[config.mk]
export PLATFORM = sky130hd
export DESIGN_NAME = nibble_control
export DESIGN_NICKNAME = d
export VERILOG_FILES = /design/src/rtl/nibble_pkg.sv /design/src/rtl/nibble_control.sv
export SDC_FILE = /design/constraint.sdc
export NUM_CORES = 1
export LEC_CHECK = 0
export ABC_AREA = 1
export CELL_PAD_IN_SITES_DETAIL_PLACEMENT = 1
export CELL_PAD_IN_SITES_GLOBAL_PLACEMENT = 1
export CORE_MARGIN = 3
export CORE_UTILIZATION = 36
export CTS_BUF_LIST = sky130_fd_sc_hd__clkbuf_2
export DETAILED_ROUTE_END_ITERATION = 10
export GPL_ROUTABILITY_DRIVEN = 0
export PLACE_DENSITY_LB_ADDON = 0.1
export REMOVE_ABC_BUFFERS = 1
export SYNTH_ARGS = -nofsm -noshare
export SYNTH_HDL_FRONTEND = slang
export SYNTH_SLANG_ARGS = --single-unit
[constraint.sdc]
create_clock -name clock -period 2.2 [get_ports clock]
set_input_delay 0.55 -clock clock [delete_from_list [all_inputs] [get_ports clock]]
set_output_delay 0.55 -clock clock [all_outputs]
set_load 0.01 [all_outputs]
[src/rtl/nibble_pkg.sv]
// Shared types for the Nibble processor control path.
// Holds the opcode and controller state encodings plus small opcode helpers.
// Pure declarations: no latency, no flow control.
package nibble_pkg;

    localparam int OP_W = 3;

    typedef enum logic [OP_W-1:0] {
        OP_NOP  = 3'd0,
        OP_ADD  = 3'd1,
        OP_SUB  = 3'd2,
        OP_ADDM = 3'd3,
        OP_SUBM = 3'd4,
        OP_ST   = 3'd5,
        OP_JMP  = 3'd6,
        OP_HALT = 3'd7
    } op_t;

    typedef enum logic [2:0] {
        S_FETCH    = 3'd0,
        S_LOAD_IR  = 3'd1,
        S_LOAD_OPS = 3'd2,
        S_MEM_RD   = 3'd3,
        S_EXEC     = 3'd4,
        S_HALT     = 3'd5
    } ctl_state_t;

    // Opcodes whose second operand comes from RAM[addr].
    function automatic logic is_mem_op(input op_t o);
        return (o == OP_ADDM) || (o == OP_SUBM);
    endfunction

    // Opcodes that write the R register (and therefore the flags).
    function automatic logic writes_r(input op_t o);
        return (o == OP_ADD) || (o == OP_SUB) || (o == OP_ADDM) || (o == OP_SUBM);
    endfunction

endpackage

[src/rtl/nibble_control.sv]
// Sequencing control unit for the Nibble processor: fetch/decode/exec FSM, status flags, retired counter.
// Latency: 4 cycles per instruction, 5 for ADDM/SUBM; strobes are Moore-decoded from state and op.
// Backpressure: ena=0 freezes state, flags and counter and forces every strobe low that cycle.
//
// Ports: clock/reset (sync, active-low), ena run enable, op latched opcode,
// alu_result/alu_ovf adder outputs for the flags; outputs are the datapath
// strobes/selects, zero_flag/ovf_flag, halted and the retired-instruction count.
module nibble_control
    import nibble_pkg::*;
#(
    parameter int CNT_W = 16
) (
    input  logic             clock,
    input  logic             reset,
    input  logic             ena,
    input  logic [OP_W-1:0]  op,
    input  logic [7:0]       alu_result,
    input  logic             alu_ovf,
    output logic             pc_en,
    output logic             pc_load,
    output logic             ir_load,
    output logic             ops_load,
    output logic             sel_comp,
    output logic             sel_mem,
    output logic             r_load,
    output logic             ram_we,
    output logic             zero_flag,
    output logic             ovf_flag,
    output logic             halted,
    output logic [CNT_W-1:0] retired
);

    localparam logic [CNT_W-1:0] CNT_ONE = {{(CNT_W-1){1'b0}}, 1'b1};

    ctl_state_t       r_state;
    ctl_state_t       w_phase;
    op_t              w_op;
    logic             r_zero;
    logic             r_ovf;
    logic [CNT_W-1:0] r_retired;

    logic w_pc_en, w_pc_load, w_ir_load, w_ops_load;
    logic w_sel_comp, w_sel_mem, w_r_load, w_ram_we;

    assign w_op = op_t'(op);

    // op only becomes valid the cycle after LOAD_OPS, so the memory-read
    // branch is resolved in the slot following LOAD_OPS: for non-memory
    // opcodes that slot behaves as EXEC directly.
    always_comb begin
        w_phase = r_state;
        if ((r_state == S_MEM_RD) && !is_mem_op(w_op)) begin
            w_phase = S_EXEC;
        end
    end

    always_comb begin
        w_pc_en    = 1'b0;
        w_pc_load  = 1'b0;
        w_ir_load  = 1'b0;
        w_ops_load = 1'b0;
        w_sel_comp = 1'b0;
        w_sel_mem  = 1'b0;
        w_r_load   = 1'b0;
        w_ram_we   = 1'b0;
        case (w_phase)
            S_LOAD_IR:  w_ir_load  = 1'b1;
            S_LOAD_OPS: w_ops_load = 1'b1;
            S_MEM_RD:   w_sel_mem  = 1'b1;
            S_EXEC: begin
                w_sel_comp = (w_op == OP_SUB) || (w_op == OP_SUBM);
                w_sel_mem  = is_mem_op(w_op);
                w_r_load   = writes_r(w_op);
                w_ram_we   = (w_op == OP_ST);
                w_pc_load  = (w_op == OP_JMP);
                w_pc_en    = (w_op != OP_JMP) && (w_op != OP_HALT);
            end
            default: ;
        endcase
    end

    // A stalled phase repeats when ena returns, so gating here loses nothing.
    assign pc_en    = ena & w_pc_en;
    assign pc_load  = ena & w_pc_load;
    assign ir_load  = ena & w_ir_load;
    assign ops_load = ena & w_ops_load;
    assign sel_comp = ena & w_sel_comp;
    assign sel_mem  = ena & w_sel_mem;
    assign r_load   = ena & w_r_load;
    assign ram_we   = ena & w_ram_we;

    always_ff @(posedge clock) begin
        if (!reset) begin
            r_state   <= S_FETCH;
            r_zero    <= 1'b0;
            r_ovf     <= 1'b0;
            r_retired <= '0;
        end else if (ena) begin
            case (w_phase)
                S_FETCH:    r_state <= S_LOAD_IR;
                S_LOAD_IR:  r_state <= S_LOAD_OPS;
                S_LOAD_OPS: r_state <= S_MEM_RD;
                S_MEM_RD:   r_state <= S_EXEC;
                S_EXEC: begin
                    r_state   <= (w_op == OP_HALT) ? S_HALT : S_FETCH;
                    r_retired <= r_retired + CNT_ONE;
                    if (w_r_load) begin
                        r_zero <= (alu_result == 8'd0);
                        r_ovf  <= alu_ovf;
                    end
                end
                S_HALT:     r_state <= S_HALT;
                default:    r_state <= S_FETCH;
            endcase
        end
    end

    assign zero_flag = r_zero;
    assign ovf_flag  = r_ovf;
    assign halted    = (r_state == S_HALT);
    assign retired   = r_retired;

endmodule

==> run metrics, run 1 <==
post-synthesis sequential area ratio=0.3046; fmax=0.4460 GHz; CTS clk-pin slew, worst paths=about 190 ps; minimum clock period=2242 ps; most used cell, CP=nand2_2; IO Port Bufs=41; syn_area_per_cell=roughly 6.9 sq um; Hold WC Path Type=register to register; CTS tree=yes; DP Area=~1900 sq um; CP endpoint=r_load; Yosys top cell area share=0.3046; 1st-iter DRT viols=68; Die H=67.92 um; CTS Hold Buffers Added=0; via/cell ratio=between 5 and 6; WS Path Type=input port to primary output; Post-Synthesis Cells=201; Antenna Violating Nets Remaining=0; failing checks=negative setup slack; Worst Path Arrival=1690 ps; first drt pass iteration count=4; Slew @ Worst Pin=480.3 ps; vias in the first global route=around 1.7k; crit-path cells=dlygate4sd2_1 -> nand2_2 -> nand2_2 -> nand2_1 -> nand2_1 -> nand2_2 -> nand2_4 -> buf_12 -> nor2_8 -> buf_6; Max IR drop VDD=244.2 uV; Tot GR Track Use=0.1997; I/O pins=42; worst skew pair latency=approximately 360 ps; setup violators final=3; warnings from Yosys=0; Rel. slew slack=0.6774; Area Growth Syn to Fin=43.15%; Pwr Total=~0.00066 W; Clock Path Buffers=2; Slowest cell on crit path=dlygate4sd2_1; first-pass GRT wire length=7.079 mm; grt total ovfl=0; layout cells sized above 1=0.2625; Mapped Area=around 1400 sq um; max_cap viols=0; Core Area=3521 sq um; largest net degree at the start of global routing=18; setup ws final=-42.22 ps; final core area utilization=0.5611; drt wl/cell=14.24 um; Worst R2R Path Depth=10; worst reg2reg startpoint=r_state[1]; drt drc=0; fin area=1976 sq um; Synth cell types=26; critical path launch point=op[1]; Pins Over Slew Limit=0; H-tree depth=1; RSZ-0062 raised after global routing=true; startpoint types=input port; die area=~4600 sq um; Initial Utilization=0.3920; clock skew=19.35 ps; Final period util=1.019; Lkg Pwr=0.8045 nW; Non-Filler Instances=305; layout net count=roughly 280; outcome=finished, violations left; Area contributors post-synth=dfxtp_1, nand2_1, xor2_1; CP peak stage delay=280 ps; Worst Hold Margin=518.4 ps; ANT cells=0; worst reg2reg endpoint=retired[5]; hpwl dp=3.262 mm; std cell rows=21; R2R setup slack=490 ps; Max FO, Critical Path=5; #FFs+latches synth=21; power per cell area=335.0 nW/um^2; total wire length=4.343 mm; root buffer cell=clkbuf_2; placed insts=298; Final Hold Viols=0; Clock Sinks=21; CTS buffer count=3; initial antenna violation count=0; cell taking the most area after synthesis=dfxtp_1; Chip Width=67.92 um; CP required=1650 ps; vias=1566; critical path capture point type=primary output
==> through the flow <==
step,TNS (ps),setup slack [ps]
2_1_floorplan,0,174.2
3_3_place_gp,-5965,-606.9
3_5_place_dp,-8871,-712.8
4_1_cts,0,8.304
5_1_grt,-563.6,-134.4
6_report,-101.1,-42.22
==> flip-flops by register name, summed over array words and instances, names as in the netlist <==
| signal | count |
|---|---|
| retired | 16 |
| r_state | 3 |
| ovf_flag | 1 |
| zero_flag | 1 |
==> area by class of cell <==
cell class | count | area [sq um]
Fill cell | 477 | 1545
Sequential cell | 21 | 426.7
Multi-Input combinational cell | 154 | 864.6
Clock inverter | 1 | 5.005
Inverter | 22 | 85.08
Tap cell | 46 | 57.56
Clock buffer | 3 | 15.01
Timing Repair Buffer | 58 | 521.8
==> cells in the mapped netlist <==
| library cell | instances |
|---|---|
| nor2_8 | 1 |
| nand3_1 | 14 |
| nand2_2 | 8 |
| dfxtp_1 | 21 |
| buf_12 | 1 |
| xor2_1 | 10 |
| nor3_1 | 4 |
| nor2_2 | 2 |
| nor3_2 | 2 |
| nand2_1 | 53 |
| ha_1 | 1 |
| o21ai_0 | 3 |
| o21ai_2 | 3 |
| nand3_2 | 1 |
| buf_1 | 1 |
| nor2_1 | 21 |
| nor4_1 | 4 |
| clkinv_1 | 1 |
| buf_6 | 2 |
| inv_1 | 20 |
| nand4_1 | 5 |
| nand2_4 | 1 |
| nor3b_2 | 1 |
| a21oi_2 | 7 |
| a21oi_1 | 13 |
| inv_4 | 1 |
==> worst min-delay path by stage <==
stage	endpoint	slack [ps]	startpoint	cells after the start
final	retired[12]	520	retired[12]	2
after floorplan	r_state[0]	460	r_state[0]	2
after CTS	r_state[0]	500	r_state[0]	2
after global routing	r_state[1]	550	r_state[1]	2
after global placement	r_state[0]	470	r_state[0]	2
after detailed placement	r_state[0]	490	r_state[0]	2
==> cell families after synthesis <==
kind of cell,share of synthesized area
fa+ha+maj,0.009065
buf+inv,0.09519
xor+xnor,0.06346
flops,0.3046
simple gates,0.4062
compound gates,0.1215
==> layer usage <==
layer  vias up  wire length, um  GRT usage
li1        769                -          -
met1       732             1738     0.2187
met2        52             2262     0.3755
met3        13              205    0.03448
met4         0              138    0.08189
met5         -                0          0
==> layout by cell type (no fill, tap or decap), types with 2 or more instances in the layout <==
cell             Yosys  final
o21ai_0              3      3
buf_4                0     16
clkbuf_2             0      4
nand3_1             14     14
dfxtp_2              0      2
clkdlybuf4s50_1      0     28
nor4_1               4      2
nor2_2               2      3
inv_2                0      3
nand2_2              8      9
dfxtp_1             21     18
a21oi_2              7      8
xor2_1              10     10
nor2_1              21     20
a21oi_1             13     12
nor3_1               4      4
nand4_1              5      5
buf_2                0      6
nand2_1             53     52
dlymetal6s2s_1       0      2
o21ai_2              3      3
inv_1               20     17
==> timing repair <==
item / CTS / global route
endpoints found under the setup margin: 9 / 8
resized for setup: 46 / 11
buffers inserted: 1 / 2
pin swaps: 2 / 3
hold endpoints to repair: 0 / 0
==> power breakdown <==
| part | internal, W | switching [W] | leakage (nW) |
|---|---|---|---|
| clock network | 0.0000411 | 0.000131 | 0.0164 |
| registers | 0.000384 | 0.00000292 | 0.171 |
| logic | 0.0000480 | 0.0000553 | 0.617 |
==> critical path: cells and delay by family <==
family | cells | cell delay (ps)
and+or+nand+nor | 7 | 600
buffers and inverters | 3 | 530
Power figures use the tool's default switching activity.
==> run 2: changes to the inputs <==
--- a/config.mk
+++ b/config.mk
@@ -12,7 +12,7 @@
 export CORE_UTILIZATION = 36
 export CTS_BUF_LIST = sky130_fd_sc_hd__clkbuf_2
 export DETAILED_ROUTE_END_ITERATION = 10
-export GPL_ROUTABILITY_DRIVEN = 0
+export GPL_ROUTABILITY_DRIVEN = 1
 export PLACE_DENSITY_LB_ADDON = 0.1
 export REMOVE_ABC_BUFFERS = 1
 export SYNTH_ARGS = -nofsm -noshare
==> results of run 2 <==
No change in the layout: final DEF, timing and power equal those of run 1.
